--- src/rtl/board_input_conditioner.sv ---
// board_input_conditioner: per-channel synchroniser, debounce, edge detect, sticky pending bits and interrupt
module board_input_conditioner #(
    parameter int NCH = 21,
    parameter int SYNC_STAGES = 2,
    parameter int DB_CYCLES = 100000,
    localparam int CNT_W = $clog2(DB_CYCLES + 1)
) (
    input  logic           clk,
    input  logic           rstn,
    input  logic [NCH-1:0] i_raw,
    input  logic [NCH-1:0] i_rise_en,
    input  logic [NCH-1:0] i_fall_en,
    input  logic [NCH-1:0] i_mask,
    input  logic [NCH-1:0] i_clr,
    output logic [NCH-1:0] o_level,
    output logic [NCH-1:0] o_rise,
    output logic [NCH-1:0] o_fall,
    output logic [NCH-1:0] o_pending,
    output logic           o_irq
);
    localparam logic [CNT_W-1:0] CNT_MAX = CNT_W'(DB_CYCLES - 1);
    logic [NCH-1:0] sync [SYNC_STAGES];
    logic [CNT_W-1:0] cnt [NCH];
    logic [CNT_W-1:0] cnt_d [NCH];
    logic [NCH-1:0] s;
    logic [NCH-1:0] acc;
    logic [NCH-1:0] set;
    assign s = sync[SYNC_STAGES-1];
    assign set = (o_rise & i_rise_en) | (o_fall & i_fall_en);
    // synchroniser chain: pads enter at stage 0, stable copy leaves at the last stage
    always_ff @(posedge clk or negedge rstn) begin
        if (!rstn) begin
            for (int i = 0; i < SYNC_STAGES; i++) sync[i] <= '0;
        end else begin
            sync[0] <= i_raw;
            for (int i = 1; i < SYNC_STAGES; i++) sync[i] <= sync[i-1];
        end
    end
    // accept a channel once it has disagreed with its level for the full count; any agreement restarts the count
    always_comb begin
        acc = '0;
        for (int i = 0; i < NCH; i++) begin
            acc[i] = (s[i] != o_level[i]) && (cnt[i] == CNT_MAX);
            cnt_d[i] = (s[i] == o_level[i] || acc[i]) ? '0 : cnt[i] + CNT_W'(1);
        end
    end
    // debounce state, edge pulses, sticky pending bits (set beats clear) and registered interrupt
    always_ff @(posedge clk or negedge rstn) begin
        if (!rstn) begin
            for (int i = 0; i < NCH; i++) cnt[i] <= '0;
            o_level <= '0;
            o_rise <= '0;
            o_fall <= '0;
            o_pending <= '0;
            o_irq <= 1'b0;
        end else begin
            for (int i = 0; i < NCH; i++) cnt[i] <= cnt_d[i];
            o_level <= o_level ^ acc;
            o_rise <= acc & s;
            o_fall <= acc & ~s;
            o_pending <= set | (o_pending & ~i_clr);
            o_irq <= |(o_pending & i_mask);
        end
    end
endmodule

--- config.mk ---
export PLATFORM = sky130hd
export DESIGN_NAME = board_input_conditioner
export DESIGN_NICKNAME = d
export VERILOG_FILES = /design/src/rtl/board_input_conditioner.sv
export SDC_FILE = /design/constraint.sdc
export NUM_CORES = 1
export LEC_CHECK = 0
export CAP_MARGIN = 20
export CELL_PAD_IN_SITES_DETAIL_PLACEMENT = 1
export CELL_PAD_IN_SITES_GLOBAL_PLACEMENT = 1
export CORE_MARGIN = 1.5
export CORE_UTILIZATION = 50
export DETAILED_ROUTE_END_ITERATION = 16
export GPL_TIMING_DRIVEN = 0
export PLACE_DENSITY = 0.86
export SLEW_MARGIN = 20
export SYNTH_ARGS = -nofsm -noshare
export SYNTH_HDL_FRONTEND = slang
export SYNTH_SLANG_ARGS = --single-unit
--- constraint.sdc ---
create_clock -name clk -period 2.69 [get_ports clk]
set_input_delay 0.4035 -clock clk [delete_from_list [all_inputs] [get_ports clk]]
set_output_delay 0.4035 -clock clk [all_outputs]
set_load 0.02 [all_outputs]
After elaboration in Yosys (flattened, before gate mapping)
Index checks and enable logic that the tools add are counted.

Add/sub/neg operators: 21. Multipliers: 0. Divide/modulo/power cells: 0. Order comparisons: 0. Eq/ne operators: 63. Shifts and indexed selects: 0. Multiplexer cells: 21. Bitwise operators: 11. Reductions and logical operators: 43.

Operator list (number): adder 17 x 1 -> 17 bit, second input constant (21); == test 17 bit, second input constant (21); 2-to-1 mux 17 bit (21); AND 21 bit (6); NOT 21 bit (2); bitwise OR 21 bit (2); == test 1 bit (21); logical AND 1 bit (21); logical OR 1 bit (21); inequality test 1 bit (21); OR reduction 21 bit (1); XOR 21 bit (1).

Flip-flop bits (word level): 484. Bits in latches: 0. Bits in writable memories: 0. Memory bits (read-only): 0. Logic and storage cells: 187. Memories: 0.

Depth between registers and ports, before layout
Gate-level depths: netlist of run 1.

Depth in word-level cells: 4. Depth in mapped cells: 7. Mapped depth without buffers: 5.

Worst setup path before layout of run 1
Ideal clock, no wire load.

Path type: register -> register. Start point: register cnt[233] (netlist bit). End point: register cnt[228] (netlist bit). Library setup time: 0.119 ns. Arrival: 1.596 ns. Data required time: 2.571 ns. Path slack: 0.976 ns. Cell stages (with the launch flop): 7. Buffers on the path: 2. Period minus slack after synthesis: 1.714 ns. Cell sequence: dfrtp_1 or4b_1 nor3_1 a31o_2 buf_2 buf_4 nor2_1.

RTL lines: start: declaration (line 23) `logic [CNT_W-1:0] cnt [NCH];`.

Worst setup path in the final report of run 1
Start point: register o_pending[16]. End point: output port o_pending[16].

RTL lines: start: declaration (line 18) `output logic [NCH-1:0] o_pending,`; start signal: assignment (line 61) `o_pending <= set | (o_pending & ~i_clr);`.

No word-level cell between the ends.

==> flow_results.org, run 1 <==
** Outcome
- Outcome :: finished, final reports clean

** Power
- Internal power comes to 12.1 mW.
- Net switching fraction of the power :: 22.1%
- Peak VDD IR :: 0.502 mV
- In this run the static leakage power is 10.8 nW.
- In this run, the combinational gates consume 4.1% of the power.
- Reported net switching power :: 3.44 mW
- Relative contribution of the clock network to total power :: 47.6%
- P per Cell Area :: 584 nW/um2
- Sequential fraction of design power :: between 40% and 50%

** Route
- For this run, the detailed router's first-pass iteration total came to 5.
- Via density per instance :: 5.74
- Total detailed-routing wirelength :: 57400 um
- In the routed design, unresolved DRC markers number 0.
- The routed layout has 17000 vias.
- In this run the remaining antenna-violating nets after routing total 0.
- Count of routing violations after the opening detailed-route iteration :: 815
- Dividing the detail-routed wire length by the instance count gives about 19 um.

** Clocking
- Clock slew seen by the registers of the worst setup and hold paths :: 0.06 ns
- TritonCTS buffer count :: 52
- Number of sinks handled by clock tree synthesis :: 484
- Post-CTS setup buffer count :: 0
- CTS tree :: yes
- CTS-repair resized insts :: 0
- In this run the number of H-tree levels came out at 2.
- Clk buf depth :: 3
- Latest clock arrival within the worst-skew pair :: 0.60 ns
- The root buffer cell chosen for the clock tree is clkbuf_16.

** STA
- On the final layout, the worst clock skew is about 0.013 ns.
- Of the available clock period, the critical path in the final layout requires 83.3%.
- The final number of max-transition violations is 0.
- For the pin with the worst max-slew slack, the measured transition is around 0.86 ns.
- Final critical delay including setup and external delays :: 2.24 ns
- The number of hold violations in the final report came to 0.
- Count of endpoints failing setup in the final report :: 0
- Unrepaired setup endpoints after global routing :: false
- Measured against its own limit, the worst slew margin works out to 42.5%.
- Across all hold checks on the routed design, the worst slack comes to 0.243 ns.
- Max Fclk :: 0.446 GHz

** Global route
- The first global-routing pass estimated about 96000 um of wire.
- Vias in the first global route :: around 19000
- Global routing finished with a remaining overflow of 0.
- The initial antenna violation count is 3.
- Entering global routing, the biggest net connects 102 pins.
- Global routing used 26.2% of the available tracks across all layers.

** Setup path
- The worst setup path is launched from a register.
- Cell chain of the critical path :: clkdlybuf4s50_1
- Data arrival time of the critical path :: 1.84 ns
- The worst setup path is captured at a primary output.
- Critical-path cell with the highest stage delay :: clkdlybuf4s50_1
- At the worst endpoint, the required time is 2.29 ns.
- Maximum fanout along the worst path :: 3
- Together, buffers and inverters on the worst path number 1.
- Critical path type :: register to primary output
- Kind of cell adding the most delay to the critical path :: buffers and inverters
- In this design, the stage delay of the slowest critical-path cell is 0.69 ns.
- Across all register-to-register paths, the minimum setup slack is 0.45 ns.

** Synth
- Seq/Total Area, Yosys :: between 50% and 60%
- The number of nets in the synthesized netlist is 2217.
- Synthesis inferred 484 register bits.
- Synthesis produced 2089 cells.
- In this run the cell area of the synthesized design comes to 22100 um2.
- For this run, the number of Yosys warnings is 0.
- After synthesis, the share of flip-flops with an asynchronous set or reset is 100%.
- Synthesis instantiated 44 different standard cells from the library.
- Among all flip-flop cells after synthesis, the most frequent one is dfrtp_1.
- Yosys mapped a number of flops with a built-in enable equal to 0.
- In this run the mean area of a mapped cell was 10.6 um2.

** Worst hold path
- Hold Path Class :: primary input to register

** Place
- The congestion estimate from routability-driven global placement came to 0.832.
- Counting tap cells, the placed design contains a total of 2871 instances.
- The wire-length estimate of the detail-placed layout is 39000 um.
- Area of placed instances :: 24900 um2
- I/O Buffers :: between 150 and 200

** Floorplanning
- The die is 213 um wide.
- The die is 213 um tall.
- For this design the top-level I/O count stands at 192.
- The die covers 45400 um2.
- After floorplanning, the core was divided into 76 placement rows.
- The region available for standard cell placement spans 43400 um2.
- Once the floorplan was initialized, standard cells occupied 50.9% of the core.

** Layout
- Most common cell after layout, fill and taps aside :: dfrtp_1
- Layout Cells excl Fill :: 2964
- Area added between synthesis and finish :: 20.7%
- Number of antenna cells inserted :: 0
- Utilization of the core after routing :: 61.5%
- Final cell area excluding filler cells :: 26600 um2
- The net count of the finished layout is around 2500.
- Most used cells in the layout excluding fill and tap cells :: 484 x dfrtp_1, 360 x nor2_1, 190 x clkdlybuf4s50_1
- Of the cells placed in the final design, the portion with a size suffix greater than 1 is between 6 and 7%.

** Run
- Number of max-capacitance violations reported :: 0
==> what timing repair did <==
| action | CTS | global route |
|---|---|---|
| setup endpoints to repair | 0 | 0 |
| endpoints found under the hold margin | 29 | 0 |
| hold buffers | 1 | 0 |
==> stage by stage <==
step           setup TNS [ns]  worst slack (ns)  total power [mW]
4_1_cts                     0             0.401              15.7
3_5_place_dp                0             0.503              8.28
2_1_floorplan               0             0.976              7.83
5_1_grt                     0             0.257              16.1
6_report                    0             0.448              15.6
3_3_place_gp         -9582.06            -19.86              8.22
==> flip-flops by register name, summed over array words and instances, names as in the netlist, named ones only <==
register,count
cnt,357
o_fall,21
o_pending,21
o_rise,21
s,21
sync,21
o_irq,1
==> synthesized netlist by cell type, types with 9 or more instances <==
cell      count  area share [%]
a22oi_1      30             1.0
nand4_1     148             4.2
a21oi_1      16            0.36
nand3_1     108             2.4
clkbuf_1     13            0.22
ha_1         21             1.2
or3_1        13            0.37
nor2_1      360             6.1
nor4_1       87             2.5
nor4bb_1     16            0.73
nand2_1      87             1.5
nor4b_1       9            0.36
mux2_2       21             1.1
o21ai_0      33            0.75
buf_2        25            0.57
and4_1       45             1.8
xnor2_1     186             7.4
and3_1       21            0.59
nor3b_1      48             1.6
inv_1        59             1.0
xor2_1      132             5.2
dfrtp_1     484              55
nor3_1       59             1.3
==> area by class of cell <==
type | count | area [um2]
timing repair buffer | 198 | 2090
multi-input combinational | 1503 | 9540
inverter | 59 | 221
tap | 585 | 732
clock buffer | 69 | 1420
buffer | 43 | 211
fill | 4640 | 16700
sequential | 484 | 12100
clock inverter | 23 | 325
==> power by group through the flow <==
stage	clock [mW]	sequential (mW)	combinational [mW]
after floorplan	0	7.61	0.225
after CTS	7.57	7.51	0.651
after global routing	7.83	7.53	0.709
after global placement	0	7.64	0.576
after detailed placement	0	7.64	0.639
final	7.41	7.51	0.633
==> cell families (layout without fill, tap and decap cells) <==
group,after synthesis,after routing,share of synthesized area (%)
AO/OA/AOI/OAI,103,103,3.10
multiplexers,21,21,1.07
adder cells (fa/ha/maj),21,21,1.19
flip-flops,484,484,54.8
buffers and inverters,102,392,1.96
AND/OR/NAND/NOR,1040,1040,25.2
XOR/XNOR,318,318,12.6
==> final timing paths <==
check | startpoint | to | depth (start not counted)
min reg2reg | sync[36] | s[15] | 0
min | i_raw[3] | sync[24] | 1
max reg2reg | cnt[158] | cnt[160] | 5
min in group asynchronous | rstn | cnt[94] | 2
max in group asynchronous | rstn | s[6] | 5
max | o_pending[16] | o_pending[16] | 1
==> metal layers <==
| layer | vias to the layer above | track usage [%] | share of wire [%] |
|---|---|---|---|
| met1 | 8672 | 31.7 | 41 |
| met3 | 141 | 5.03 | 4.2 |
| met4 | 6 | 11.5 | 3.8 |
| met5 | - | 0 | 0.070 |
| met2 | 292 | 45.4 | 51 |
| li1 | 7898 | - | - |
(Power assumes the default switching activity.)
==> run 2, diff against run 1 <==
--- a/config.mk
+++ b/config.mk
@@ -9,10 +9,10 @@
 export CELL_PAD_IN_SITES_DETAIL_PLACEMENT = 1
 export CELL_PAD_IN_SITES_GLOBAL_PLACEMENT = 1
 export CORE_MARGIN = 1.5
-export CORE_UTILIZATION = 50
+export CORE_UTILIZATION = 46
 export DETAILED_ROUTE_END_ITERATION = 16
 export GPL_TIMING_DRIVEN = 0
-export PLACE_DENSITY = 0.86
+export PLACE_DENSITY = 0.8
 export SLEW_MARGIN = 20
 export SYNTH_ARGS = -nofsm -noshare
 export SYNTH_HDL_FRONTEND = slang
==> constraint.sdc (replaced) <==
create_clock -name clk -period 2.2 [get_ports clk]
set_input_delay 0.33 -clock clk [delete_from_list [all_inputs] [get_ports clk]]
set_output_delay 0.33 -clock clk [all_outputs]
set_load 0.02 [all_outputs]
==> flow_results.org, run 2 (same netlist as run 1, synthesis figures left out) <==
** Place
- Area of placed instances :: 24900 um2 (+0.15%)
- Final estimated routing congestion in global placement :: 0.835 (+0.28%)
- I/O Buffers :: 191 (unchanged)
- The worst slack at placement was 0.000283 ns (-0.503 ns).
- The cell total after placement was 2901 (+1.0%).
- Detailed-placement wirelength estimate :: 36900 um (-5.4%)

** STA
- Final critical-path share of the clock period :: 96.3%
- The aggregate negative setup slack came to 0 ns (unchanged).
- Final Hold Violating Endpoints :: 0 (unchanged)
- Max Fclk :: 0.472 GHz
- Slew at the pin closest to its max-slew limit :: 0.839 ns (-0.0236 ns)
- Fin worst setup slack :: 0.0814 ns (-0.367 ns)
- Setup clock skew after layout :: 0.0227 ns (+0.00994 ns)
- The final hold slack is 0.124 ns (-0.119 ns).
- The worst path needs 2.12 ns of the cycle, external delays included.
- Final Max Tran Viols :: 0 (unchanged)
- The final-report setup violation count was 0 (unchanged).
- Setup repair after global routing left no endpoint under its margin.
- Slew headroom :: 44.0% (+1.6 points)

** Global route
- Combined global-route utilization of all metal layers :: 22.0% (-4.1 points)
- The initial antenna violation count came to 1 (-2).
- Vias in the first global route :: 17800 (-4.5%)
- The wire length of the first global-routing pass was 90400 um (-5.4%).
- The overall overflow remaining after global route came to 0 (unchanged).
- Pin count of the biggest net entering global routing :: 102 (unchanged)

** Clocking
- CTS tree :: yes
- Post-CTS setup buffer count :: 0 (unchanged)
- Clk buf depth :: 3 (unchanged)
- The tree is rooted in a clkbuf_16.
- The clock-pin slew on the worst setup and hold paths came to 0.06 ns (about the same).
- The count of clock tree sinks is 484 (unchanged).
- The number of H-tree levels came to 2 (unchanged).
- The clock network latency to the later pin of the worst-skew pair was 0.61 ns (about the same).
- TritonCTS buffer count :: 53 (+1.9%)

** Setup path
- Required time of the worst setup path :: 1.87 ns (-0.42 ns)
- Critical-path cell with the highest stage delay :: clkdlybuf4s50_1
- The data arrival time of the critical path came to 1.79 ns (-0.05 ns).
- Critical path type :: register to primary output
- The worst setup path is launched from a register.
- The peak fanout along the critical path came to 3 (unchanged).
- Biggest cell delay along the critical path :: 0.69 ns (about the same)
- R2r setup slk :: 0.13 ns (-0.32 ns)
- Buffers and inverters on the worst path :: 1 (unchanged)
- Traced cell by cell, the critical path runs through clkdlybuf4s50_1.
- The critical path depth is 1 (unchanged).
- The number of cell instances on the worst register-to-register path is 5 (unchanged).
- The cell family contributing the most delay on the critical path is buffers and inverters.
- The worst setup path is captured at a primary output.

** Worst hold path
- The path class of the tightest hold or removal check is primary input to asynchronous set/reset pin.

** Floorplanning
- The floorplan core area came to 47500 um2 (+9.6%).
- Top-level port count :: 192 (unchanged)
- Area of the die :: 49300 um2 (+8.6%)
- Die outline height :: 222 um (+4.2%)
- The starting density of the core is 46.4% (-4.5 points).
- Row count :: 80 (+5.3%)
- Horizontal die dimension :: 222 um (+4.2%)

** Layout
- Final Net Count :: 2468 (-0.041%)
- Largest Register :: cnt
- Final cell area excluding filler cells :: 26800 um2 (+0.69%)
- Area added between synthesis and finish :: 21.5%
- The final standard cell utilization of the core was 56.4% (-5.0 points).
- Layout Cells excl Fill :: 2998 (+1.1%)
- Layout cell share with drive strength beyond 1 :: 7.39% (+0.79 points)
- Most used cells in the layout excluding fill and tap cells :: 482 x dfrtp_1, 360 x nor2_1, 189 x clkdlybuf4s50_1
- The library cell used most frequently in the layout, excluding fill and tap cells, is dfrtp_1.
- Flip-flop count of the largest register after layout :: 357 (unchanged)

** Outcome
- Outcome :: finished, final reports clean

** Route
- The remaining routing DRC violations is 0 (unchanged).
- The total wirelength of the detailed-routed design was 53500 um (-6.9%).
- Number of iterations in the first detailed-routing pass :: 4 (-1)
- The total vias in the final route is 16700 (-2.1%).
- The post-route antenna net violation count was 0 (unchanged).
- The starting DRC count in detailed routing is 920 (+13%).
- Routed len/inst :: 17.8 um (-8.0%)
- The via count normalized by instance count is 5.56 (-3.2%).

** Power
- Peak VDD IR :: 0.521 mV (+3.8%)
- The total power density per cell area was 720 nW/um2 (+23%).
- The leakage component of the power came to 10.9 nW (+0.59%).
- Total design power :: 19.3 mW (+24%)

** Run
- Number of max-capacitance violations reported :: 0 (unchanged)
==> run 2: cell count changes in the layout (fill, tap and decap cells not counted), moves of 2 or more <==
| cell | delta |
|---|---|
| o21ai_2 | +3 |
| nand2_2 | +3 |
| dfrtp_1 | -2 |
| o21ai_1 | -3 |
| clkbuf_1 | -7 |
| dfrtp_2 | +2 |
| o31ai_4 | +3 |
| clkbuf_8 | +7 |
| inv_6 | +2 |
| nand2_1 | -3 |
| o31ai_2 | -3 |
==> run 2: cell type report <==
type / instances / area, um2
Fill cell: 5109 / 20700
Sequential cell: 484 / 12100
Multi-Input combinational cell: 1503 / 9590
Timing Repair Buffer: 198 / 2090
Clock buffer: 71 / 1490
Tap cell: 615 / 769
Clock inverter: 26 / 348
Inverter: 59 / 221
Buffer: 41 / 204
Antenna cell: 1 / 2.50
==> run 2: worst paths after layout <==
kind | from | to
worst max-delay path | o_pending[12] | o_pending[12]
worst min-delay path | rstn | cnt[302]
worst max register to register | cnt[170] | cnt[180]
worst min register to register | sync[21] | s[0]
max in group asynchronous | rstn | o_pending[7]
min in group clk | i_raw[10] | sync[31]
==> run 2: where the power goes <==
group | leakage (nW) | total, mW | internal (mW) | switching [mW]
combinational | 3.39 | 0.765 | 0.339 | 0.426
clock | 0.904 | 9.38 | 5.69 | 3.69
sequential | 6.61 | 9.18 | 9.04 | 0.143
==> run 2: layer usage <==
metal  vias to the layer above  part of all wire, %  track usage [%]
li1                       7907                    -                -
met1                      8457                   45             29.0
met2                       219                   50             37.2
met3                        71                  3.3             3.90
met4                         2                  2.1             6.50
met5                         -                0.022                0
==> run 2: repair_timing <==
item | CTS | global route
hold buffers | 1 | 0
setup endpoints to repair | 9 | 105
gates resized for setup | 3 | 10
pin swaps | 0 | 1
hold endpoints to repair | 98 | 0
==> run 3, diff against run 2 <==
--- a/config.mk
+++ b/config.mk
@@ -5,13 +5,15 @@
 export SDC_FILE = /design/constraint.sdc
 export NUM_CORES = 1
 export LEC_CHECK = 0
-export CAP_MARGIN = 20
+export CAP_MARGIN = 5
 export CELL_PAD_IN_SITES_DETAIL_PLACEMENT = 1
 export CELL_PAD_IN_SITES_GLOBAL_PLACEMENT = 1
 export CORE_MARGIN = 1.5
 export CORE_UTILIZATION = 46
+export CTS_CLUSTER_DIAMETER = 50
 export DETAILED_ROUTE_END_ITERATION = 16
 export GPL_TIMING_DRIVEN = 0
+export MAX_ROUTING_LAYER = met4
 export PLACE_DENSITY = 0.8
 export SLEW_MARGIN = 20
 export SYNTH_ARGS = -nofsm -noshare
==> flow_results.org, run 3 (same netlist as run 1, synthesis figures left out) <==
** STA
- The time the final worst path needs with I/O delays and setup came to 2.15 ns (+0.0267 ns).
- The aggregate negative setup slack was 0 ns (unchanged).
- Final Max Tran Viols :: 0 (unchanged)
- The final setup slack of the worst path came to 0.0547 ns (-0.0267 ns).
- Setup clock skew after layout :: 0.0107 ns (-0.0120 ns)
- Worst Hold Slack :: 0.108 ns (-0.0153 ns)
- The number of hold violations in the final report was 0 (unchanged).
- Slew headroom :: 40.7% (-3.3 points)
- Count of endpoints failing setup in the final report :: 0 (unchanged)
- Final critical-path share of the clock period :: 97.5% (+1.2 points)
- Slew at the pin closest to its max-slew limit :: 0.889 ns (+0.0497 ns)
- The upper clock frequency limit was 0.466 GHz (-1.2%).

** Layout
- The number of filler cells placed in the layout came to 5088 (-0.41%).
- The cell area after layout came to 26900 um2 (+0.18%).
- More flip-flops sit in one register than any other, and that register is cnt.
- Final Net Count :: 2474 (+0.24%)
- Most used cells in the layout excluding fill and tap cells :: 482 x dfrtp_1, 360 x nor2_1, 188 x clkdlybuf4s50_1
- The flip-flop count of the largest register after layout is 357 (unchanged).
- The library cell used most frequently in the layout, excluding fill and tap cells, is dfrtp_1.
- Area added between synthesis and finish :: 21.7%
- Layout cell share with drive strength beyond 1 :: 7.59% (+0.20 points)

** Route
- The total vias in the final route came to 16700 (+0.35%).
- The starting DRC count in detailed routing was 852 (-7.4%).
- Total detailed-routing wirelength :: 54500 um (+1.9%)
- The length of the first detailed-routing pass in iterations came to 5 (+1).
- Via density per instance :: 5.57 (+0.21%)
- Routed len/inst :: 18.1 um (+1.7%)
- The remaining routing DRC violations is 0 (unchanged).
- Antenna-violating nets left :: 0 (unchanged)

** Power
- The relative contribution of the clock network to total power was 48.6% (about the same).
- Peak VDD IR :: 0.489 mV (-6.2%)
- Internal power summed over all cells :: 15.0 mW (-0.59%)
- Net switching fraction of the power :: 22.7% (+0.64 points)
- The sequential share of power was 47.4% (about the same).
- The combinational share of power is 4.0% (about the same).
- P per Cell Area :: 721 nW/um2 (about the same)
- Leakage power summed over all cells :: 10.9 nW (+0.24%)
- Total design power :: 19.4 mW (+0.23%)
- Reported net switching power :: 4.39 mW (+3.2%)

** Setup path
- The worst setup path is launched from a register.
- The critical path goes through clkdlybuf4s50_1.
- The worst setup path is captured at a primary output.
- Critical path type :: register to primary output
- Kind of cell adding the most delay to the critical path :: buffers and inverters
- The buffering stage count on the worst path with inverters included was 1 (unchanged).
- Biggest cell delay along the critical path :: 0.68 ns (about the same)
- The data arrival time of the critical path was 1.82 ns (+0.03 ns).
- The required arrival time at the worst endpoint came to 1.87 ns (about the same).
- The slowest stage of the critical path belongs to the cell clkdlybuf4s50_1.
- Maximum fanout along the worst path :: 3 (unchanged)

** Clocking
- TritonCTS built the clock tree.
- Number of sinks handled by clock tree synthesis :: 484 (unchanged)
- Root buffer selected by CTS :: clkbuf_16
- TritonCTS buffer count :: 59 (+11%)
- Latest clock arrival within the worst-skew pair :: 0.61 ns (about the same)
- The maximum count of clock buffers along a single path came to 3 (unchanged).
- The number of H-tree levels came to 2 (unchanged).
- Clock slew seen by the registers of the worst setup and hold paths :: 0.06 ns (about the same)

** Floorplanning
- Die outline height :: 222 um (unchanged)
- The placement row count was 80 (unchanged).
- Initial standard-cell utilization of the core :: 46.4% (unchanged)
- The floorplan core area was 47500 um2 (unchanged).
- The die span in x was 222 um (unchanged).
- Top-level port count :: 192 (unchanged)
- The floorplan die area was 49300 um2 (unchanged).

** Place
- Post-placement setup slack :: 0.000283 ns (unchanged)
- The sum of net half-perimeters after detailed placement is 36900 um (unchanged).
- The final weighted congestion in routability-driven placement was 0.847 (+1.5%).
- The count of input and output buffers is 191 (unchanged).
- The cell area after placement came to 24900 um2 (unchanged).

** Global route
- The number of global-route vias before repair was 18100 (+1.6%).
- The wire length of the first global-routing pass was 91900 um (+1.6%).
- The pin count of the biggest net entering global routing came to 102 (unchanged).
- The initial antenna violation count was 2 (+1).
- Combined global-route utilization of all metal layers :: 23.0% (+1.0 points)
- Overall overflow remaining after global route :: 0 (unchanged)

** Run
- Number of max-capacitance violations reported :: 0 (unchanged)

** Worst hold path
- Hold Path Class :: primary input to asynchronous set/reset pin

** Outcome
- Outcome :: finished, final reports clean
==> run 3: repair_timing <==
action,4_1_cts,5_1_grt
hold buffers,1,0
setup endpoints to repair,22,91
endpoints found under the hold margin,98,0
buffers inserted,0,0
pin swaps,0,1
resized for setup,6,10
==> run 3: path summary, 6_finish.rpt <==
check,slack [ns],cells after the start,startpoint,to
worst max-delay path,0.05,1,o_pending[13],o_pending[13]
worst min-delay path,0.11,2,rstn,cnt[291]
worst max register to register,0.08,5,cnt[170],cnt[180]
worst min register to register,0.35,0,sync[25],s[4]
max in group asynchronous,0.67,5,rstn,o_pending[16]
min in group clk,0.15,1,i_raw[8],sync[29]
==> run 3: power by group through the flow <==
stage	clock (mW)	sequential [mW]	combinational, mW
after floorplan	0	9.30	0.275
after global placement	0	9.35	0.706
after detailed placement	0	9.34	0.774
after CTS	9.66	9.18	0.788
after global routing	9.97	9.20	0.873
final	9.42	9.18	0.769
==> run 3: layout make-up <==
cell class                 count  area, um2  area share (%)
sequential                   484      12100            45.1
multi-input combinational   1503       9600            35.7
timing repair buffer         198       2090            7.77
clock buffer                  75       1650            6.13
tap                          615        769            2.86
clock inverter                25        231           0.861
inverter                      59        221           0.824
buffer                        41        205           0.763
antenna                        2       5.00          0.0186
==> run 3: stage by stage <==
step | cells | utilization, %
detailed placement | 2901 | 52.4
finish | 3002 | 56.5
global placement | 2895 | 52.1
global route | 3002 | 56.5
CTS | 3002 | 56.4
floorplan | 2089 | -
==> run 3: metal layers <==
| metal | vias to the layer above | global-route usage (%) | share of wire [%] |
|---|---|---|---|
| li1 | 7904 | - | - |
| met1 | 8503 | 28.9 | 44 |
| met2 | 209 | 38.3 | 50 |
| met3 | 98 | 4.32 | 3.3 |
| met4 | 0 | 6.32 | 2.3 |
| met5 | - | - | 0 |
